<file path="src/rtl/pc_fetch_gen_if.sv">
// Fetch request bus between the IF1 PC generator and the icache.
// Parameter:
//   FETCH_WIDTH - instruction slots per fetch group.
// Signals:
//   fetch_valid - request valid (generator -> icache)
//   fetch_ready - icache accepts the request (icache -> generator)
//   fetch_pc    - PC of the first valid slot
//   fetch_mask  - valid instruction slots in the group
//   fetch_adef  - fetch_pc is not word aligned
// Modports: master (generator side), slave (icache side).
interface pc_fetch_gen_if #(
    parameter int unsigned FETCH_WIDTH = 2
);
    logic                   fetch_valid;
    logic                   fetch_ready;
    logic [31:0]            fetch_pc;
    logic [FETCH_WIDTH-1:0] fetch_mask;
    logic                   fetch_adef;

    modport master (
        output fetch_valid,
        output fetch_pc,
        output fetch_mask,
        output fetch_adef,
        input  fetch_ready
    );

    modport slave (
        input  fetch_valid,
        input  fetch_pc,
        input  fetch_mask,
        input  fetch_adef,
        output fetch_ready
    );
endinterface

</file>
<file path="src/rtl/pc_fetch_gen.sv">
// IF1 next-PC generator. Issues aligned multi-instruction fetch groups to the
// icache over a valid/ready handshake, follows backend flushes and predictor
// redirects, and stops fetching after an address-misaligned (ADEF) fetch until
// the backend flushes.
//
// Optional feature macro: PC_IDLE_EN (adds an IDLE state entered by a flush
// with idle_req and left by wake or a plain flush).
//
// Ports:
//   clk, rst              - clock, asynchronous active-high reset
//   flush_valid, flush_pc - backend redirect, highest priority
//   bp_valid, bp_target   - predictor redirect for the group accepted this cycle
//   idle_req, wake        - idle control (only used with PC_IDLE_EN)
//   fetch                 - fetch request bus (master side)
module pc_fetch_gen #(
    parameter logic [31:0] PC_INITIAL  = 32'h1c00_0000,
    parameter int unsigned FETCH_WIDTH = 2
) (
    input  logic                  clk,
    input  logic                  rst,
    input  logic                  flush_valid,
    input  logic [31:0]           flush_pc,
    input  logic                  bp_valid,
    input  logic [31:0]           bp_target,
    input  logic                  idle_req,
    input  logic                  wake,
    pc_fetch_gen_if.master        fetch
);
    localparam int unsigned GROUP_BYTES = 4 * FETCH_WIDTH;
    localparam logic [31:0] GroupMask   = 32'(GROUP_BYTES - 1);
    localparam logic [31:0] SlotMask    = 32'(FETCH_WIDTH - 1);

    localparam logic [1:0] StBoot  = 2'd0;
    localparam logic [1:0] StRun   = 2'd1;
    localparam logic [1:0] StFault = 2'd2;
    localparam logic [1:0] StIdle  = 2'd3;

    logic [1:0]             state_q, state_d;
    logic [31:0]            pc_q, pc_d;
    logic                   accept;
    logic                   adef;
    logic [31:0]            slot;
    logic [FETCH_WIDTH-1:0] ones;
    logic [FETCH_WIDTH-1:0] mask;
    logic [31:0]            pc_seq;

`ifndef PC_IDLE_EN
    // Idle controls exist only for port compatibility in this build.
    logic unused_idle;
    assign unused_idle = idle_req ^ wake;
`endif

    assign adef   = pc_q[1:0] != 2'b00;
    // Slot index of fetch_pc inside its group; collapses to 0 for FETCH_WIDTH=1.
    assign slot   = (pc_q >> 2) & SlotMask;
    assign ones   = '1;
    assign accept = (state_q == StRun) && fetch.fetch_ready;
    // Sequential successor: next group boundary, wrapping modulo 2^32.
    assign pc_seq = (pc_q & ~GroupMask) + 32'(GROUP_BYTES);

    always_comb begin
        mask = '0;
        if (state_q == StRun) begin
            // A misaligned fetch only carries the faulting slot.
            if (adef) begin
                mask = {{(FETCH_WIDTH-1){1'b0}}, 1'b1} << slot;
            end else begin
                mask = ones << slot;
            end
        end
    end

    always_comb begin
        state_d = state_q;
        pc_d    = pc_q;
        if (state_q == StBoot) begin
            // Flush during boot is latched but does not delay entering RUN.
            state_d = StRun;
            if (flush_valid) begin
                pc_d = flush_pc;
            end
        end else if (flush_valid) begin
            pc_d    = flush_pc;
            state_d = StRun;
`ifdef PC_IDLE_EN
            if (idle_req) begin
                state_d = StIdle;
            end
`endif
        end else if (accept && adef) begin
            state_d = StFault;
        end else if (accept && bp_valid) begin
            pc_d = bp_target;
        end else if (accept) begin
            pc_d = pc_seq;
`ifdef PC_IDLE_EN
        end else if (state_q == StIdle && wake) begin
            state_d = StRun;
`endif
        end
    end

    always_ff @(posedge clk or posedge rst) begin
        if (rst) begin
            state_q <= StBoot;
            pc_q    <= PC_INITIAL;
        end else begin
            state_q <= state_d;
            pc_q    <= pc_d;
        end
    end

    assign fetch.fetch_valid = state_q == StRun;
    assign fetch.fetch_pc    = pc_q;
    assign fetch.fetch_mask  = mask;
    assign fetch.fetch_adef  = adef;
endmodule

</file>
<file path="src/flat_wrapper.sv">
// flat-port wrapper written by rule: the top's interface ports become plain ports
module pc_fetch_gen_flat 
#(
    parameter logic [31:0] PC_INITIAL  = 32'h1c00_0000,
    parameter int unsigned FETCH_WIDTH = 2
)
  (clk, rst, flush_valid, flush_pc, bp_valid, bp_target, idle_req, wake, fetch_fetch_valid, fetch_fetch_pc, fetch_fetch_mask, fetch_fetch_adef, fetch_fetch_ready);
  pc_fetch_gen_if #(.FETCH_WIDTH(FETCH_WIDTH)) fetch_i ();
  input  logic clk;
  input  logic rst;
  input  logic flush_valid;
  input  logic [31:0] flush_pc;
  input  logic bp_valid;
  input  logic [31:0] bp_target;
  input  logic idle_req;
  input  logic wake;
  output wire logic [$bits(fetch_i.fetch_valid)-1:0] fetch_fetch_valid;
  output wire logic [$bits(fetch_i.fetch_pc)-1:0] fetch_fetch_pc;
  output wire logic [$bits(fetch_i.fetch_mask)-1:0] fetch_fetch_mask;
  output wire logic [$bits(fetch_i.fetch_adef)-1:0] fetch_fetch_adef;
  input wire logic [$bits(fetch_i.fetch_ready)-1:0] fetch_fetch_ready;
  assign fetch_fetch_valid = fetch_i.fetch_valid;
  assign fetch_fetch_pc = fetch_i.fetch_pc;
  assign fetch_fetch_mask = fetch_i.fetch_mask;
  assign fetch_fetch_adef = fetch_i.fetch_adef;
  assign fetch_i.fetch_ready = fetch_fetch_ready;
  pc_fetch_gen #(.PC_INITIAL(PC_INITIAL), .FETCH_WIDTH(FETCH_WIDTH)) u_core (.clk(clk), .rst(rst), .flush_valid(flush_valid), .flush_pc(flush_pc), .bp_valid(bp_valid), .bp_target(bp_target), .idle_req(idle_req), .wake(wake), .fetch(fetch_i));
endmodule
</file>
<file path="config.mk">
export PLATFORM = sky130hd
export DESIGN_NAME = pc_fetch_gen_flat
export DESIGN_NICKNAME = d
export VERILOG_FILES = /design/src/rtl/pc_fetch_gen_if.sv /design/src/rtl/pc_fetch_gen.sv /design/src/flat_wrapper.sv
export SDC_FILE = /design/constraint.sdc
export NUM_CORES = 1
export LEC_CHECK = 0
export ABC_AREA = 1
export CAP_MARGIN = 15
export CORE_UTILIZATION = 41
export CTS_BUF_LIST = sky130_fd_sc_hd__clkbuf_2 sky130_fd_sc_hd__clkbuf_4 sky130_fd_sc_hd__clkbuf_8
export CTS_CLUSTER_DIAMETER = 50
export CTS_CLUSTER_SIZE = 40
export DETAILED_ROUTE_END_ITERATION = 8
export HOLD_SLACK_MARGIN = 0.02
export PLACE_DENSITY = 0.76
export SETUP_SLACK_MARGIN = 0.02
export SYNTH_ARGS = -nofsm -noshare
export SYNTH_HDL_FRONTEND = slang
export SYNTH_SLANG_ARGS = --single-unit
</file>
<file path="constraint.sdc">
create_clock -name clk -period 1.9 [get_ports clk]
set_clock_uncertainty 0.1 [all_clocks]
set_input_delay 0.285 -clock clk [delete_from_list [all_inputs] [get_ports clk]]
set_output_delay 0.285 -clock clk [all_outputs]
set_load 0.01 [all_outputs]
</file>
# After elaboration in Yosys (flattened, before gate mapping)
# Cells that the tools add are included.
# totals
ff_bits,34
latch_bits,0
ram_bits,0
romBits,0
out_inout_bits,36
word_cells,27
memories,0
# classes
addsub,1
multipliers,0
n_div,0
magnitude_cmp,0
eq_ne,3
n_shift,2
n_mux,11
n_bitwise,0
n_reduce_logical,8
# op_table
operator,n
32-bit two-way mux,6
"32-bit by 4-bit adder with 32-bit output, second input constant",1
2-bit two-way mux,5
3-bit nonzero test,2
"2-bit != test, second input constant",2
1-bit logical AND,3
3-bit AND reduction,1
"2-bit by 1-bit equality test with 1-bit output, second input constant",1
2-bit zero test,1
2-bit nonzero test,1
"1-bit by 1-bit << shifter with 2-bit output, first input constant",1
"2-bit by 1-bit << shifter with 2-bit output, first input constant",1

# Longest topological paths before layout
# logic_depth
word_depth,7
depth_mapped,10

# Worst setup path after synthesis
# No wires, ideal clock.
# synth_timing
path_kind,register to register
startpoint,reg u_core.pc_q[4] (netlist: u_core.fetch.fetch_pc[4])
endpoint,reg u_core.pc_q[25] (netlist: u_core.fetch.fetch_pc[25])
setup_ns,0.122
arrival_ns,1.397
setup_slack_ns,0.281
path_stages_with_launch,11
n_path_buf,0
synth_period_minus_slack_ns,1.619
path_cell_list,dfrtp_1 > ha_1 > nand2_1 > nor2_2 > nand2_1 > nor2_1 > nand2_1 > nand2_1 > nand3_1 > nand2_1 > a21oi_1
# synth_between
elab_chain_cells,6
# synth_rtl
element,line,source
"start, declared",pc_fetch_gen.sv:39,"logic [31:0] pc_q, pc_d;"
"start signal, assigned",pc_fetch_gen.sv:109,pc_q <= pc_d;
32-bit by 4-bit adder with 32-bit output,pc_fetch_gen.sv:59,assign pc_seq = (pc_q & ~GroupMask) + 32'(GROUP_BYTES);
32-bit two-way mux,pc_fetch_gen.sv:94,end else if (accept) begin
32-bit two-way mux,pc_fetch_gen.sv:92,end else if (accept && bp_valid) begin
32-bit two-way mux,pc_fetch_gen.sv:90,end else if (accept && adef) begin
32-bit two-way mux,pc_fetch_gen.sv:82,end else if (flush_valid) begin
32-bit two-way mux,pc_fetch_gen.sv:76,if (state_q == StBoot) begin
# Every way passes these cells. The select of a mux whose other input is x is not followed.
# A chain may end at the register's enable or synchronous reset.

# Final worst setup path
# layout_timing
startpoint,reg u_core.pc_q[26] (netlist: u_core.fetch.fetch_pc[26])
endpoint,out fetch_fetch_pc[26]
# layout_lines
element,line,source
"end, declared",flat_wrapper.sv:18,output wire logic [$bits(fetch_i.fetch_pc)-1:0] fetch_fetch_pc;
# No word-level cell between the ends.

==> results.cfg <==
[clock_network]
cts_root_buf = clkbuf_8
path_clk_slew_ns = 0.08
tritoncts = done
clock-sinks = 34
clk_latency_ns = 0.29
cts_hold_buf = 0
cts.path.max_buffers = 2
cts_buffers = 5
htree_levels = 2

[global_route]
grt_pass1_wl_um = 13560
antenna_found_initial = 0
gr-total-overflow = 0
grt_use_total_pct = 26.90
grt_pass1_vias = 2885
grt_max_degree = 35

[final_layout]
final_core_util_pct = 65.37
drive_gt1_share_pct = 9.381
antenna_cells = 0
nets = 604
area_delta_synth_final_pct = 51.35

[pwr]
p_clk_share_pct = 16.0
total_power_mw = 3.704
pwr-share-comb_pct = 50.0
intPower_mw = 2.173
switching_share_pct = 41.32
switchingPower_mw = 1.530
leakagePower_nw = 1.774
pwr-share-seq_pct = 34.0
powerDensity_nw_per_um2 = 945.7
ir_worst_vdd_v = 0.0005023

[detailed_routing]
route.met3.wl_um = 568
wl_per_cell_um = 13.94
ant_nets = 0
viasPerCell = 5.145
dr_wl_met2_um = 4031
vias = 3128
topRoutingLayerUsed = met4
route.detailed.drc = 0
firstDrtPassIters = 4
first_iter_violations = 152
met1Wirelength_um = 3752
finalWirelength_um = 8478

[yosys]
yosys-top-cells-area = dfrtp_1 30%, nand2_1 19%, nor2_1 11%
syn_nets = 490
syn_area_um2 = 2587
yosysWarnings = 0
syn_inst = 418
netlist.top_cell.by_area = dfrtp_1
syn_avg_cell_area_um2 = 6.190
yosysUniqueCellTypes = 29
synth_top_area_share_pct = 29.98
ys_seq_area_share_pct = 33.03
synth_seq_cells = 34

[worst_setup_path]
crit_type = reg2out
reg2reg_from = u_core.fetch.fetch_pc[4]$_DFFE_PP0P_
start_kind = flop
critPathBufInv = 1
cp-end-kind = output pin
critPathTopFamily = flip-flops
crit_chain = clkdlybuf4s50_1
worst-r2r-cell-count = 9
r2r_slack_ns = 0.13
cpMaxStageDelayCell = dfstp_2
crit_arrival_ns = 1.45
cp_max_fo = 7
worst_r2r_endpoint = u_core.fetch.fetch_pc[19]$_DFFE_PP0P_
worst_path_largest_cell_delay_ns = 0.60
required_ns = 1.51

[status]
status = finished clean

[floorplanning]
initial_core_util_pct = 43.19
core_area_um2 = 5991
dieArea_um2 = 6632
row_count = 28
chipWidth_um = 81.44
pin_count = 107
die_y_um = 81.44

[sta]
slew_viol_final = 0
rsz0062_at_grt = true
layout_min_cycle_time_ns = 1.838
period_share_pct = 96.76
tightest_slew_ns = 0.5946
relSlewSlack_pct = 60.30
clock.fmax_mhz = 543.9
setup_tns_ns = 0
report.final.setup_viol = 0
hold_viol_final = 0

[flow_run]
cap_violations = 0

[placed_design]
gp_congestion = 0.8872
portBuffers = 104
hpwl_um = 6402

[min_path]
hp-class = in2async
## cells in the mapped netlist
cell type	count
ha_1	1
nor3_1	1
o21ai_0	8
a31oi_1	3
or2_2	1
nand2_1	131
nand3_1	27
inv_2	3
nor2_4	3
buf_4	1
buf_2	8
o21ai_1	12
nor2_1	73
and2_1	2
inv_1	32
a21oi_4	1
o221ai_1	3
dfrtp_1	31
clkbuf_1	4
o21ai_2	1
nor2_2	6
xor2_1	3
o211ai_1	2
a22oi_1	9
buf_1	1
a21oi_1	44
dfstp_2	3
nand2_2	3
xnor2_1	1
## registers in the layout (all words and copies together), names as in the netlist
name                   flops
u_core.state_q             2
u_core.fetch.fetch_pc     32
## placed cells by master (no fill, tap or decap), types with 2 or more instances in the layout
cell	synthesis	final
a21oi_1	44	44
nand2_2	3	3
dfrtp_1	31	31
buf_4	1	15
o21ai_0	8	8
nor2_1	73	70
a22oi_1	9	9
clkbuf_8	0	6
inv_2	3	3
o221ai_1	3	3
buf_12	0	2
and2_1	2	2
nand2_1	131	131
clkdlybuf4s50_1	0	102
xor2_1	3	3
o21ai_1	12	12
nand3_1	27	27
inv_1	32	32
o211ai_1	2	2
nor2_4	3	4
dfstp_2	3	3
a31oi_1	3	3
nor2_2	6	8
dlygate4sd2_1	0	2
## worst max-delay path by stage
stage                                            endpoint  depth (start not counted)  slack (ns)                                  start
floorplan           u_core.fetch.fetch_pc[25]$_DFFE_PP0P_                         10        0.28   u_core.fetch.fetch_pc[4]$_DFFE_PP0P_
global placement     u_core.fetch.fetch_pc[8]$_DFFE_PP0P_                          7        0.03                            flush_valid
detailed placement   u_core.fetch.fetch_pc[3]$_DFFE_PP0P_                          7       -0.01                            flush_valid
CTS                 u_core.fetch.fetch_pc[25]$_DFFE_PP0P_                          9        0.04   u_core.fetch.fetch_pc[4]$_DFFE_PP0P_
global route        u_core.fetch.fetch_pc[31]$_DFFE_PP0P_                          9       0.002   u_core.fetch.fetch_pc[4]$_DFFE_PP0P_
finish                                 fetch_fetch_pc[26]                          1        0.06  u_core.fetch.fetch_pc[26]$_DFFE_PP1P_
## stage by stage
step	cells	hold slack, ns	worst slack [ns]	area [um^2]
after floorplan	418	0.3244	0.2810	2587
after global placement	599	0.4137	0.02827	3801
after detailed placement	599	0.4231	-0.01477	3801
after CTS	607	0.3198	0.04325	3894
after global routing	608	0.3620	0.001922	3916
final	608	0.3083	0.06158	3916
## power by group through the flow
stage          combinational (mW)  sequential (mW)  clock (mW)
2_1_floorplan               0.879             1.29           0
3_3_place_gp                 1.81             1.26           0
3_5_place_dp                 1.86             1.26           0
4_1_cts                      1.85             1.25       0.607
5_1_grt                      2.05             1.29       0.626
6_report                     1.85             1.26       0.592
## repair_timing
item                       CTS  global route
hold endpoints to repair     0             0
setup endpoints to repair    2             9
setup buffers                0             1
gates resized for setup      2             5
pin swaps                    0             1
## logic make-up after synthesis
| logic type | synth area share [%] |
|---|---|
| simple gates | 39.22 |
| compound gates | 18.28 |
| buf+inv | 7.640 |
| flops | 33.03 |
| xor+xnor | 1.354 |
| fa+ha+maj | 0.4835 |
## routing by layer
layer	global-route usage (%)	up-vias
met5	0	-
met4	8.036	0
met3	5.111	9
met2	45.92	98
met1	34.21	1438
li1	-	1583
## layout make-up
type	instances	area, um^2
fill	544	2074
multi-input combinational	335	1550
timing repair buffer	121	1191
sequential	34	854.6
inverter	35	131.4
tap	75	93.84
clock buffer	7	90.09
clock inverter	1	5.005
No activity file was read; power rests on OpenSTA's default activity.
